[src/rtl/dnn_mac_seq.sv]
// Two-layer dense network (ReLU hidden, optional ReLU output) on one shared signed MAC.
// Latency: out_valid rises N_IN*N_HID + N_HID*N_OUT edges after the accepting edge.
// Backpressure: results held in DONE until out_ready; in_ready only while IDLE.
module dnn_mac_seq #(
  parameter int DW    = 5,
  parameter int N_IN  = 4,
  parameter int N_HID = 4,
  parameter int N_OUT = 2,
  parameter int OW    = 17
) (
  input  logic                     clk,
  input  logic                     rst,
  input  logic                     in_valid,
  output logic                     in_ready,
  input  logic [N_IN*DW-1:0]       x,
  input  logic [N_IN*N_HID*DW-1:0] w1,
  input  logic [N_HID*N_OUT*DW-1:0] w2,
  input  logic                     relu_out,
  output logic [N_OUT*OW-1:0]      out,
  output logic [N_OUT-1:0]         out_sat,
  output logic                     out_valid,
  input  logic                     out_ready,
  output logic                     busy
);

  // Hidden values, single product and accumulator widths keep all sums exact.
  localparam int HW = 2*DW + $clog2(N_IN);
  localparam int PW = HW + DW;
  localparam int AW = PW + $clog2(N_HID);
  localparam int CW = ((AW > OW) ? AW : OW) + 1;
  localparam int IW = (N_IN  > 1) ? $clog2(N_IN)  : 1;
  localparam int JW = (N_HID > 1) ? $clog2(N_HID) : 1;
  localparam int KW = (N_OUT > 1) ? $clog2(N_OUT) : 1;

  localparam logic [IW-1:0] I_LAST = IW'(N_IN - 1);
  localparam logic [JW-1:0] J_LAST = JW'(N_HID - 1);
  localparam logic [KW-1:0] K_LAST = KW'(N_OUT - 1);

  localparam logic signed [CW-1:0] SMAX = {{(CW-OW+1){1'b0}}, {(OW-1){1'b1}}};
  localparam logic signed [CW-1:0] SMIN = {{(CW-OW+1){1'b1}}, {(OW-1){1'b0}}};

  typedef enum logic [1:0] {IDLE, L1, L2, DONE} state_t;
  state_t state, state_nxt;

  logic [N_IN*DW-1:0]        x_r;
  logic [N_IN*N_HID*DW-1:0]  w1_r;
  logic [N_HID*N_OUT*DW-1:0] w2_r;
  logic                      relu_r;
  logic [IW-1:0]             i_cnt;
  logic [JW-1:0]             j_cnt;
  logic [KW-1:0]             k_cnt;
  logic signed [AW-1:0]      acc;
  logic signed [HW-1:0]      hid [N_HID];
  logic [N_OUT*OW-1:0]       out_r;
  logic [N_OUT-1:0]          sat_r;

  logic signed [HW-1:0] op_a;
  logic signed [DW-1:0] op_b;
  logic signed [PW-1:0] prod;
  logic signed [AW-1:0] sum;
  logic signed [AW-1:0] r_val;
  logic signed [CW-1:0] r_ext;
  logic signed [HW-1:0] h_val;
  logic [OW-1:0]        sat_val;
  logic                 over, under;
  logic                 i_last, j_last, k_last;

  assign i_last    = (i_cnt == I_LAST);
  assign j_last    = (j_cnt == J_LAST);
  assign k_last    = (k_cnt == K_LAST);
  assign in_ready  = (state == IDLE) && !rst;
  assign out_valid = (state == DONE) && !rst;
  assign busy      = (state != IDLE);
  assign out       = out_r;
  assign out_sat   = sat_r;

  // Operand select for the shared MAC, running sum, ReLU and output saturation.
  always_comb begin
    op_a = '0;
    op_b = '0;
    if (state == L2) begin
      op_a = hid[j_cnt];
      op_b = w2_r[(int'(k_cnt)*N_HID + int'(j_cnt))*DW +: DW];
    end else begin
      op_a = HW'($signed(x_r[int'(i_cnt)*DW +: DW]));
      op_b = w1_r[(int'(j_cnt)*N_IN + int'(i_cnt))*DW +: DW];
    end
    prod    = PW'(op_a) * PW'(op_b);
    sum     = acc + AW'(prod);
    h_val   = sum[AW-1] ? '0 : sum[HW-1:0];
    r_val   = (relu_r && sum[AW-1]) ? '0 : sum;
    r_ext   = CW'(r_val);
    over    = (r_ext > SMAX);
    under   = (r_ext < SMIN);
    sat_val = over ? SMAX[OW-1:0] : (under ? SMIN[OW-1:0] : r_ext[OW-1:0]);
  end

  // Next-state logic: last product of each layer advances the phase.
  always_comb begin
    state_nxt = state;
    case (state)
      IDLE: if (in_valid)         state_nxt = L1;
      L1:   if (i_last && j_last) state_nxt = L2;
      L2:   if (j_last && k_last) state_nxt = DONE;
      DONE: if (out_ready)        state_nxt = IDLE;
      default:                    state_nxt = IDLE;
    endcase
  end

  // State register; reset abandons any job in flight.
  always_ff @(posedge clk) begin
    if (rst) state <= IDLE;
    else     state <= state_nxt;
  end

  // Operand capture, accumulation, hidden/output write-back and counters.
  always_ff @(posedge clk) begin
    if (rst) begin
      x_r    <= '0;
      w1_r   <= '0;
      w2_r   <= '0;
      relu_r <= 1'b0;
      i_cnt  <= '0;
      j_cnt  <= '0;
      k_cnt  <= '0;
      acc    <= '0;
      out_r  <= '0;
      sat_r  <= '0;
      for (int n = 0; n < N_HID; n++) hid[n] <= '0;
    end else begin
      case (state)
        IDLE: begin
          if (in_valid) begin
            x_r    <= x;
            w1_r   <= w1;
            w2_r   <= w2;
            relu_r <= relu_out;
            acc    <= '0;
            i_cnt  <= '0;
            j_cnt  <= '0;
            k_cnt  <= '0;
          end
        end
        L1: begin
          if (i_last) begin
            hid[j_cnt] <= h_val;
            acc        <= '0;
            i_cnt      <= '0;
            j_cnt      <= j_last ? '0 : j_cnt + JW'(1);
          end else begin
            acc   <= sum;
            i_cnt <= i_cnt + IW'(1);
          end
        end
        L2: begin
          if (j_last) begin
            out_r[int'(k_cnt)*OW +: OW] <= sat_val;
            sat_r[k_cnt]                <= over | under;
            acc                         <= '0;
            j_cnt                       <= '0;
            k_cnt                       <= k_last ? '0 : k_cnt + KW'(1);
          end else begin
            acc   <= sum;
            j_cnt <= j_cnt + JW'(1);
          end
        end
        default: ;
      endcase
    end
  end

endmodule

[config.mk]
export PLATFORM = sky130hd
export DESIGN_NAME = dnn_mac_seq
export DESIGN_NICKNAME = d
export VERILOG_FILES = /design/src/rtl/dnn_mac_seq.sv
export SDC_FILE = /design/constraint.sdc
export NUM_CORES = 1
export LEC_CHECK = 0
export CORE_ASPECT_RATIO = 0.9
export CORE_MARGIN = 3
export CORE_UTILIZATION = 25
export DETAILED_ROUTE_END_ITERATION = 6
export PLACE_DENSITY = 0.44
export SYNTH_ARGS = -nofsm -noshare
export SYNTH_HDL_FRONTEND = slang
export SYNTH_SLANG_ARGS = --single-unit
[constraint.sdc]
create_clock -name clk -period 8.1 [get_ports clk]
set_clock_uncertainty 0.2 [all_clocks]
set_input_delay 0.81 -clock clk [delete_from_list [all_inputs] [get_ports clk]]
set_output_delay 0.81 -clock clk [all_outputs]
set_load 0.005 [all_outputs]
After elaboration in Yosys (flattened, before gate mapping) --
Memory sizes are Yosys's and may differ from the RTL's. A register that Yosys moved wholly into a read port is not among the register bits. Cells that the tools add are included.
Word-level totals: memories 1, output and inout port bits 39, bits in registers 203, RAM bits 48, input bits 145
Memories:
- hid | words 4, bits a word 12, read ports 1, clocked after Yosys merged registers in 1, write ports 4, RTL line 53 | logic signed [HW-1:0] hid [N_HID];
Operators by class: magnitude comparators 4, bitwise operators 1, shift-type cells 5, multiplexer cells 40, $mul 5, reductions and logical operators 20, equality and inequality tests 11, add/sub/neg operators 7
Operators by type and width (count):
- 80-bit by 9-bit indexed part select with 5-bit output | 1
- 19-bit 2-to-1 mux | 4
- 19-bit one-hot mux with 3 select lines | 1
- 40-bit by 8-bit indexed part select with 5-bit output | 1
- 12-bit 2-to-1 mux | 3
- 34-bit bitwise mux | 1
- 17-bit 2-to-1 mux | 2
- 17-bit by 33-bit variable shift with 34-bit output (first input constant) | 1
- 17-bit by 33-bit indexed part select with 34-bit output | 1
- 6-bit negation with 33-bit output | 1
- 2-bit 2-to-1 mux | 11
- 20-bit by 6-bit indexed part select with 5-bit output | 1
- 19-bit by 17-bit adder with 19-bit output | 1
- 19-bit by 17-bit > comparator with 1-bit output (second input constant) | 1
- 19-bit by 17-bit less-than comparator with 1-bit output (second input constant) | 1
- 12-bit by 5-bit multiplier with 17-bit output | 1
- 12-bit OR reduction | 1
- 1-bit 2-to-1 mux | 11
- 2-bit inequality test (second input constant) | 5
- 2-bit equality test (second input constant) | 4
- 5-bit by 3-bit multiplier with 8-bit output (second input constant) | 1
- 2-bit one-hot mux with 4 select lines | 1
- 2-bit AND reduction | 4
- 4-bit by 3-bit multiplier with 7-bit output (second input constant) | 1
- 24 further kinds | 33

Depth between registers and ports, before layout --
Gate-level depths: netlist of run 1.
depth in word-level cells 13, gate-level depth with buffers 27, gate-level depth less buffers 22

Worst setup path after synthesis of run 1 --
No wires, ideal clock.
kind register -> register, from register i_cnt[1], to register out_r[7], in the netlist out[7], stages on the path, launching flop included 24, path buffers 4, library setup time 81 ps, slack 1436 ps, required time 7819 ps, data arrival time 6383 ps, cells stage by stage dfxtp_1 clkbuf_1 buf_1 mux4_2 mux4_2 o21ai_1 buf_2 nand2b_1 fa_1 fa_1 inv_1 fa_1 inv_1 fa_1 fa_1 nor2b_4 o31ai_2 a211oi_2 a21oi_2 xnor2_1 a31o_2 buf_8 nand2_2 a211oi_2
Between the ends: longest elaborated chain between the ends 13, elaborated cells on any way between the ends 17, classes of those cells add/sub: 2; mul: 3; order compare: 2; shift: 3; mux: 6; reduce/logical: 1
Ends and longest elaborated chain:
- start, declared | RTL line 49 | logic [IW-1:0] i_cnt;
- start signal, assigned | RTL line 152 | i_cnt <= i_cnt + IW'(1);
- 4-bit by 2-bit adder with 5-bit output | RTL line 86 | op_b = w1_r[(int'(j_cnt)*N_IN + int'(i_cnt))*DW +: DW];
- 5-bit by 3-bit multiplier with 8-bit output | RTL line 86
- 80-bit by 9-bit indexed part select with 5-bit output | RTL line 86
- 5-bit 2-to-1 mux | RTL line 81 | if (state == L2) begin
- 12-bit by 5-bit multiplier with 17-bit output (*) | RTL line 88 | prod = PW'(op_a) * PW'(op_b);
- 19-bit by 17-bit adder with 19-bit output (*) | RTL line 89 | sum = acc + AW'(prod);
- 1-bit logical AND | RTL line 91 | r_val = (relu_r && sum[AW-1]) ? '0 : sum;
- 19-bit 2-to-1 mux (*) | RTL line 91
- 19-bit by 17-bit less-than comparator with 1-bit output | RTL line 94 | under = (r_ext < SMIN);
- 17-bit 2-to-1 mux | RTL line 95 | sat_val = over ? SMAX[OW-1:0] : (under ? SMIN[OW-1:0] : r_ext[OW-1:0]);
- 17-bit 2-to-1 mux (*) | RTL line 95
- 17-bit by 33-bit indexed part select with 34-bit output (*) | RTL line 157 | out_r[int'(k_cnt)*OW +: OW] <= sat_val;
- 34-bit bitwise mux (*) | RTL line 157
- end signal, assigned by index | RTL line 157
- end, declared | RTL line 54 | logic [N_OUT*OW-1:0] out_r;
Mark *: on every way between the ends. The rest lies on a longest branch, timed or not. A chain may end at the register's enable or synchronous reset.

Worst setup path in the final report of run 1 --
from register i_cnt[0], to register out_r[2], in the netlist out[2]
The elaborated chain is that of the path after synthesis.

==> summary.txt, run 1 <==
Outcome
  • Status: finished, final reports clean

Place
  • Placed instance area: roughly 0.016 mm2
  • # port buffers: ~180
  • Dpl hpwl: ~30 mm
  • RD Place Congestion: 0.805

Clock tree
  • Sink Count: approximately 250
  • CTS root buf: clkbuf_16
  • # Post-CTS Setup Buffers: 0
  • CTS Buffer Depth: 3
  • Total CTS buffers: 29
  • Clock latency on the worst-skew pair: 0.57 ns
  • CTS tree: done
  • Clock transition at the registers of the reported paths: roughly 0.06 ns
  • H-tree depth: 1
  • CTS resizes: 0
  • CTS Hold Bufs: 0

Synthesis
  • Yosys reg bits: ~250
  • Post-synth EDFFs: between 40 and 50
  • Synth top area cells: dfxtp_1 31%, edfxtp_1 11%, nand2_1 8.9%
  • Ys flop type: dfxtp_1
  • Mapped Nets: around 1,600
  • Synth unique cells: 65
  • Synth async-reset ratio: 0
  • Post-Syn Area: between 0.01 and 0.015 mm2
  • Sequential share of the synthesized area: 0.418
  • Syn. warnings: 0
  • Avg Synthesized Cell Area: 9.66 um2
  • Cells after synthesis: 1,374
  • Top cell type's share of synthesized area: 0.309
  • Cell taking the most area after synthesis: dfxtp_1

Timing
  • Slew headroom: 0.324
  • Measured slew at the worst slew-check pin: approximately 1.0 ns
  • Max frequency: between 0.1 and 0.15 GHz
  • Post-route minimum period: 7.50 ns
  • Final Hold Vio Count: 0
  • Setup TNS Final: 0 ns
  • RSZ-0062 raised after global routing: false
  • Slew Limit Fails: 0
  • Final period util: 0.926
  • Final setup violation count: 0
  • Hold slack: 0.253 ns

Critical path
  • Critical path's most frequent cell: fa_1
  • Required time of the critical path: approximately 8.4 ns
  • Reg2reg end: out[2]
  • Crit-path max FO: 21
  • Crit path kind: reg2reg
  • Slowest CP cell: dfxtp_2
  • CP Capture Type: register
  • R2r worst-path depth: 20
  • Worst EP arrival: 7.77 ns
  • Crit start category: register
  • Flop2flop setup slack: around 0.60 ns
  • Worst path cell trace: buf_4 > mux4_2 > mux4_2 > o21ai_1 > nand2b_1 > fa_1 > fa_1 > inv_1 > fa_1 > inv_1 > fa_1 > fa_1 > nor2b_4 > o31ai_2 > a211oi_2 > a21oi_2 > xnor2_1 > a31o_2 > nand2_1 > a211oi_1
  • Crit path from: i_cnt[0]
  • FF-to-FF Start: i_cnt[0]
  • Slowest stage delay, CP: 0.87 ns

Routing
  • DRC: 0
  • WL final: between 40 and 50 mm
  • Via count: 10,200
  • Antenna Nets Post-Route: 0
  • Vias per inst: 4.55
  • Drt first pass iters: 5
  • Wirelength per Cell: ~18 um
  • Initial DRC Count: 568

Worst hold path
  • Worst hold path startpoint: w1_r[61]
  • Worst min path class: reg2reg
  • Hold EP: w1_r[61]
  • Hold Crit Depth: 2

Power and ir drop
  • Clock network fraction of total power: 0.224
  • Pint: between 3 and 4 mW
  • Peak supply drop: 0.156 mV
  • Net Sw Frac: 0.426
  • Logic pwr share: 0.490
  • Cell Pwr Density: 329 mW/mm2
  • Switching power of the nets: 2.33 mW
  • Sequential power share: 0.286
  • Leakage power: 6.28 nW

Die
  • # rows: 79
  • Core Area: around 0.052 mm2
  • Initial Util: 0.255
  • Chip Height: ~220 um
  • I/O Pins: between 150 and 200
  • Die width: around 250 um
  • Die ar.: 0.0559 mm2

Finish
  • Fillers: between 5,000 and 6,000
  • Most common cell after layout, fill and taps aside: nand2_1
  • Synthesis-to-layout area growth: 25.2%
  • Commonest non-fill, non-tap cells in the layout: 315 x nand2_1, 204 x dfxtp_1, 182 x clkdlybuf4s50_1
  • Final instance area: between 0.015 and 0.02 mm2
  • Share of cells above drive strength 1: 0.112
  • Nets: 1,773
  • Antenna cells: 0

Flow run
  • Max Cap Viol: 0

GRT
  • Total GRT Usage: 0.142
  • Vias in the first global route: roughly 11,000
  • Total gr overflow: 0
  • First-pass GRT wire length: approximately 63 mm
  • Initial antenna violation count: 1
  • Largest net degree at the start of global routing: roughly 100
==> cells in the mapped netlist, types with 8 or more instances <==
cell and instances:
a211oi_1 16, a211oi_2 23, a21oi_1 161, a22oi_1 19, buf_2 9, clkbuf_1 67
dfxtp_1 205, edfxtp_1 48, fa_1 59, ha_1 46, inv_1 50, mux2i_1 13
mux4_2 52, nand2_1 316, nand2_2 10, nand2b_1 13, nor2_1 145, nor2b_1 16
nor3_1 9, o21ai_0 8, xnor2_1 13
==> how the worst max path moves through the flow <==
stage | to | slack (ns) | depth (start not counted)
final | out[2] | 0.60 | 20
after global routing | out[19] | 0.11 | 22
after CTS | out[2] | 0.51 | 22
after detailed placement | out[2] | 0.47 | 22
after global placement | out[5] | 0.64 | 22
after floorplan | out[7] | 1.44 | 23
==> critical path: cells and delay by family, from the launching register on <==
| family | cells | cell delay, ns |
|---|---|---|
| compound gates | 6 | 1.54 |
| xor+xnor | 1 | 0.36 |
| fa+ha+maj | 5 | 2.60 |
| buf+inv | 3 | 0.38 |
| flops | 1 | 0.87 |
| mux | 2 | 0.99 |
| simple gates | 3 | 0.45 |
==> logic make-up after synthesis <==
kind of cell	count (synthesis)	share of synthesized area
fa+ha+maj	105	0.132
xor+xnor	18	0.0133
buf+inv	142	0.0469
flops	253	0.418
mux	67	0.0998
compound gates	260	0.126
simple gates	529	0.164
==> power groups by stage <==
stage / clock (mW) / combinational (mW) / sequential [mW]
after floorplan: 0 / 1.93 / 1.52
after global placement: 0 / 2.71 / 1.59
after detailed placement: 0 / 2.73 / 1.59
after CTS: 1.26 / 2.74 / 1.57
after global routing: 1.31 / 3.00 / 1.59
final: 1.22 / 2.68 / 1.57
==> stage by stage <==
stage | std cells | utilization | total power, mW | worst slack, ns
after global routing | 2231 | 0.319 | 5.90 | 0.106
after detailed placement | 2180 | 0.302 | 4.32 | 0.470
after CTS | 2231 | 0.319 | 5.57 | 0.508
final | 2231 | 0.319 | 5.47 | 0.598
after global placement | 2180 | 0.302 | 4.30 | 0.638
after floorplan | 1374 | - | 3.46 | 1.44
==> sequential cells by signal, summed over array words and instances (netlist names), named ones only <==
name	cells
x_r	20
k_cnt	1
out_sat	2
acc	19
out	34
relu_r	1
j_cnt	2
state	2
w2_r	40
i_cnt	2
w1_r	80
hid	48
==> cell type report <==
class | instances | area [um2] | share of cell area
multi-input combinational | 979 | 7110 | 0.428
sequential | 253 | 5550 | 0.334
inverter | 50 | 188 | 0.0113
clock buffer | 46 | 830 | 0.0500
timing repair buffer | 210 | 2040 | 0.123
clock inverter | 5 | 32.5 | 0.00196
tap | 688 | 861 | 0.0518
==> metal layers <==
metal,wire (um),vias up,global-route usage
li1,-,4959,-
met1,19200,4937,0.198
met2,18400,207,0.229
met3,1860,51,0.0257
met4,779,2,0.0327
met5,13,-,0
Power figures use the tool's default switching activity.
==> run 2: changes to the inputs <==
CAP_MARGIN = 10   (was not set)
CORE_MARGIN = not set   (was 3)
==> summary.txt, run 2 (same netlist as run 1, synthesis figures left out) <==
Finish
  • Antenna cells: 0 (unchanged)
  • Area of the multi-input gates: 0.00711 mm2 (unchanged)
  • Register area: 0.00555 mm2 (unchanged)
  • Finished Core Util: 0.322 (+0.00341)
  • Largest regs: w1_r (80), hid (48), w2_r (40)
  • Synthesis-to-layout area growth: 26.5%
  • Most common cell after layout, fill and taps aside: nand2_1
  • Final instance area: 0.0168 mm2 (+1.1%)
  • Number of flip-flops in the largest register: 80 (unchanged)
  • Fillers: 5,425 (+1.1%)
  • Commonest non-fill, non-tap cells in the layout: 315 x nand2_1, 204 x dfxtp_1, 182 x clkdlybuf4s50_1
  • Biggest register: w1_r
  • Nets: 1,780 (+0.39%)
  • Final std cells w/o fill: 2,241 (+0.45%)
  • Share of cells above drive strength 1: 0.120 (+0.00765)

GRT
  • Vias in the first global route: 10,800 (-0.28%)
  • Total gr overflow: 0 (unchanged)
  • Initial antenna violation count: 0 (-1)
  • First-pass GRT wire length: 62.1 mm (-0.90%)
  • Largest net degree at the start of global routing: 101 (-1.9%)
  • Total GRT Usage: 0.148 (+0.00613)

Power and ir drop
  • Tot Pwr: 5.63 mW (+2.9%)
  • Cell Pwr Density: 335 mW/mm2 (+1.8%)
  • Peak supply drop: 0.171 mV (+10%)
  • Leakage power: 6.37 nW (+1.5%)

Routing
  • WL final: 39.7 mm (-1.5%)
  • Antenna Nets Post-Route: 0 (unchanged)
  • DR top layer: met4
  • Via count: 10,300 (+0.93%)
  • Metal3 WL: 1.89 mm (+1.6%)
  • Vias per inst: 4.57 (+0.48%)
  • Initial DRC Count: 562 (-1.1%)
  • Met2 WL: 17.9 mm (-3.1%)
  • DRC: 0 (unchanged)
  • Drt first pass iters: 5 (unchanged)
  • Wirelength per Cell: 17.7 um (-2.0%)
  • DRT met1 WL: 18.8 mm (-1.7%)

Die
  • Die ar.: 0.0540 mm2 (-3.4%)
  • Chip Height: 221 um (-1.8%)
  • Core Area: 0.0521 mm2 (unchanged)
  • # rows: 79 (unchanged)
  • Initial Util: 0.255 (unchanged)
  • Die width: 245 um (-1.6%)
  • I/O Pins: 184 (unchanged)

Timing
  • Final period util: 0.911 (-0.0155)
  • Final Hold Vio Count: 0 (unchanged)
  • Hold slack: 0.251 ns (-0.00212 ns)
  • Measured slew at the worst slew-check pin: 1.12 ns (+0.102 ns)
  • Slew headroom: 0.256 (-0.0681)
  • Slew Limit Fails: 0 (unchanged)
  • RSZ-0062 raised after global routing: false
  • Setup TNS Final: 0 ns (unchanged)
  • Final setup violation count: 0 (unchanged)
  • Worst Slack Setup Final: 0.723 ns (+0.126 ns)
  • Max frequency: 0.136 GHz (+1.7%)
  • Post-route minimum period: 7.38 ns (-0.126 ns)

Worst hold path
  • Worst min path class: reg2reg
  • Worst hold path startpoint: w1_r[11]

Clock tree
  • CTS resizes: 0 (unchanged)
  • # Post-CTS Setup Buffers: 0 (unchanged)
  • CTS Buffer Depth: 3 (unchanged)
  • Sink Count: 253 (unchanged)
  • Clock latency on the worst-skew pair: 0.58 ns (about the same)
  • CTS root buf: clkbuf_16
  • CTS tree: done
  • H-tree depth: 1 (unchanged)
  • CTS Hold Bufs: 0 (unchanged)
  • Total CTS buffers: 31 (+6.9%)
  • Clock transition at the registers of the reported paths: 0.06 ns (about the same)

Place
  • Dpl hpwl: 28.9 mm (-2.6%)
  • Placed instance area: 0.0158 mm2 (+0.24%)
  • # port buffers: 183 (unchanged)
  • RD Place Congestion: 0.811 (+0.76%)
  • Setup slack at placement: 0.804 ns (+0.334 ns)
  • Dpl cells: 2,185 (+0.23%)

Critical path
  • Worst EP arrival: 7.65 ns (-0.12 ns)
  • Crit start category: register
  • CP Capture Type: register
  • Flop2flop setup slack: 0.72 ns (+0.13 ns)
  • Required time of the critical path: 8.38 ns (about the same)
  • Crit path from: i_cnt[1]
  • Crit-path max FO: 20 (-4.8%)
  • FF-to-FF Start: i_cnt[1]
  • Crit path kind: reg2reg

Outcome
  • Status: finished, final reports clean

Flow run
  • Max Cap Viol: 0 (unchanged)
[run 2: report_power, final]
part | total [mW] | internal (mW) | switching [mW]
logic | 2.71 | 1.02 | 1.69
registers | 1.55 | 1.44 | 0.109
clock network | 1.37 | 0.806 | 0.560
[run 2: worst paths after layout]
path / end / depth (start not counted)
min reg2reg: w1_r[11] / 2
max reg2reg: out[19] / 21
min: w1_r[11] / 2
max: out[19] / 21
[run 2: final cells by class]
class / instances / share of cell area
timing repair buffer: 215 / 0.124
sequential: 253 / 0.330
inverter: 50 / 0.0112
clock buffer: 42 / 0.0511
tap: 688 / 0.0513
clock inverter: 14 / 0.00865
multi-input combinational: 979 / 0.424
[run 2: worst max-delay path, cell delays in order, from the launching register on]
cell	delay, ns
dfxtp_1	0.31
buf_4	0.33
buf_4	0.25
mux4_2	0.19
nor2b_1	0.65
a21oi_1	0.24
nor2_1	0.50
inv_1	0.25
fa_1	0.55
inv_1	0.05
fa_1	0.46
fa_1	0.49
ha_1	0.31
ha_1	0.39
nand2_1	0.07
o21ai_0	0.42
or3_1	0.17
o22ai_1	0.09
xnor2_1	0.39
a31o_2	0.55
nand2_1	0.15
a211oi_1	0.26
[run 2: metal layers]
layer,up-vias,GRT usage
met4,0,0.0438
li1,4982,-
met1,4978,0.204
met5,-,0
met3,60,0.0261
met2,230,0.235
==> run 3: changes to the inputs <==
RECOVER_POWER = 100   (was not set)
==> summary.txt, run 3 (same netlist as run 1, synthesis figures left out) <==
Place
  • # port buffers: 183 (unchanged)
  • Dpl hpwl: 28.9 mm (unchanged)
  • Setup slack at placement: 0.804 ns (unchanged)
  • RD Place Congestion: 0.811 (unchanged)
  • Placed instance area: 0.0158 mm2 (unchanged)

Critical path
  • Crit-path max FO: 16 (-20%)
  • Crit start category: register
  • Worst EP arrival: 7.63 ns (-0.02 ns)
  • Slowest CP cell: fa_1
  • Crit path kind: reg2reg
  • Required time of the critical path: 8.36 ns (-0.02 ns)
  • CP Capture Type: register
  • Worst path cell trace: buf_4 > buf_4 > mux4_2 > mux4_2 > o21ai_0 > buf_4 > nor2_1 > fa_1 > fa_1 > fa_1 > ha_1 > ha_1 > nor2b_1 > o31ai_1 > a211oi_2 > a21oi_1 > xnor2_1 > a31o_2 > nand2_1 > a211oi_1
  • Slowest stage delay, CP: 0.53 ns (-0.12 ns)

Clock tree
  • Clock transition at the registers of the reported paths: 0.06 ns (about the same)
  • Sink Count: 253 (unchanged)
  • CTS resizes: 0 (unchanged)
  • Clock latency on the worst-skew pair: 0.59 ns (about the same)
  • # Post-CTS Setup Buffers: 0 (unchanged)
  • CTS root buf: clkbuf_16
  • H-tree depth: 1 (unchanged)
  • CTS tree: done
  • CTS Hold Bufs: 0 (unchanged)
  • CTS Buffer Depth: 3 (unchanged)
  • Total CTS buffers: 31 (unchanged)

GRT
  • Vias in the first global route: 10,800 (unchanged)
  • GRT Max-Usage Layer: met2
  • Total GRT Usage: 0.148 (unchanged)
  • Initial antenna violation count: 0 (unchanged)
  • Met3 Track Usage GR: 0.0261 (unchanged)
  • Met1 Track Usage GR: 0.204 (unchanged)
  • M2 GR Usage: 0.235 (unchanged)
  • Largest net degree at the start of global routing: 101 (unchanged)
  • Total gr overflow: 0 (unchanged)
  • First-pass GRT wire length: 62.1 mm (unchanged)

Die
  • Chip Height: 221 um (unchanged)
  • Core Area: 0.0521 mm2 (unchanged)
  • Die width: 245 um (unchanged)
  • I/O Pins: 184 (unchanged)
  • Initial Util: 0.255 (unchanged)
  • # rows: 79 (unchanged)
  • Die ar.: 0.0540 mm2 (unchanged)

Timing
  • Slew Limit Fails: 360 (+360)
  • Worst Slack Setup Final: 0.732 ns (+0.00889 ns)
  • Final setup violation count: 0 (unchanged)
  • Post-route minimum period: 7.37 ns (-0.00889 ns)
  • Slew headroom: -1.95 (-2.21)
  • Max frequency: 0.136 GHz (+0.12%)
  • Setup TNS Final: 0 ns (unchanged)
  • RSZ-0062 raised after global routing: false
  • Final period util: 0.910 (-0.00110)
  • Final Hold Vio Count: 0 (unchanged)
  • Measured slew at the worst slew-check pin: 4.43 ns (+3.31 ns)

Power and ir drop
  • Clock network fraction of total power: 0.245 (+0.002)
  • Sequential power share: 0.278 (+0.003)
  • Leakage power: 6.48 nW (+1.7%)
  • Cell Pwr Density: 334 mW/mm2 (-0.30%)
  • Pint: 3.26 mW (-0.33%)
  • Switching power of the nets: 2.32 mW (-1.9%)
  • Net Sw Frac: 0.416 (-0.00375)
  • Peak supply drop: 0.171 mV (about the same)
  • Logic pwr share: 0.477 (-0.005)

Routing
  • Wirelength per Cell: 17.7 um (+0.12%)
  • DRC: 0 (unchanged)
  • WL final: 39.7 mm (+0.12%)
  • Via count: 10,200 (-0.50%)
  • Vias per inst: 4.55 (-0.50%)
  • Drt first pass iters: 5 (unchanged)
  • Initial DRC Count: 583 (+3.7%)
  • Antenna Nets Post-Route: 0 (unchanged)

Finish
  • Nets: 1,780 (unchanged)
  • Synthesis-to-layout area growth: 25.6%
  • Commonest non-fill, non-tap cells in the layout: 325 x nand2_1, 205 x dfxtp_1, 162 x a21oi_1
  • Biggest register: w1_r
  • Most common cell after layout, fill and taps aside: nand2_1
  • Share of cells above drive strength 1: 0.101 (-0.0187)
  • Antenna cells: 0 (unchanged)
  • Number of flip-flops in the largest register: 80 (unchanged)
  • Final instance area: 0.0167 mm2 (-0.68%)
  • Fillers: 5,440 (+0.28%)
  • Largest regs: w1_r (80), hid (48), w2_r (40)

Worst hold path
  • Worst min path class: reg2reg

Outcome
  • Status: complete, but fails checks
  • Failing checks: capacitance limit, slew limit

Flow run
  • Max Cap Viol: 5 (+5)
[run 3: power by group through the flow]
stage	logic, mW	registers [mW]	clock network, mW
finish	2.66	1.55	1.37
global route	2.98	1.58	1.45
CTS	2.75	1.55	1.41
detailed placement	2.73	1.58	0
global placement	2.73	1.58	0
floorplan	1.93	1.52	0
[run 3: metal layers]
metal,vias to the layer above,wire [um],share of wire
met1,4953,19000,0.48
li1,4979,-,-
met3,60,1700,0.043
met2,207,17900,0.45
met5,-,0,0
met4,0,1040,0.026
[run 3: through the flow]
step	hold WS, ns	utilization	total power [mW]	std cells
5_1_grt	0.270	0.320	6.00	2241
3_3_place_gp	0.243	0.303	4.30	2185
3_5_place_dp	0.245	0.303	4.31	2185
6_report	0.251	0.320	5.57	2241
4_1_cts	0.254	0.322	5.72	2241
2_1_floorplan	0.233	-	3.46	1374
[run 3: path summary, 6_finish.rpt]
path	startpoint	to	slack, ns	depth (start not counted)
max reg2reg	i_cnt[0]	out[7]	0.73	20
min	w1_r[11]	w1_r[11]	0.25	2
max	i_cnt[0]	out[7]	0.73	20
min reg2reg	w1_r[11]	w1_r[11]	0.25	2
[run 3: cell type report]
type	instances	area [um2]	share of cell area
clock inverters	14	145	0.00871
multi-input cells	979	7020	0.421
repair buffers	215	2050	0.123
inverters	50	188	0.0113
flip-flops and latches	253	5550	0.333
clock buffers	42	857	0.0514
well taps	688	861	0.0516
[run 3: critical path: cells and delay by family, from the launching register on]
kind	cells	cell delay, ns
AOI/OAI and AO/OA	6	1.96
xor gates and xnor gates	1	0.26
adders and majority gates	5	2.22
buffers and inverters	3	0.85
DFF	1	0.33
muxes	2	0.97
and+or+nand+nor	3	0.44
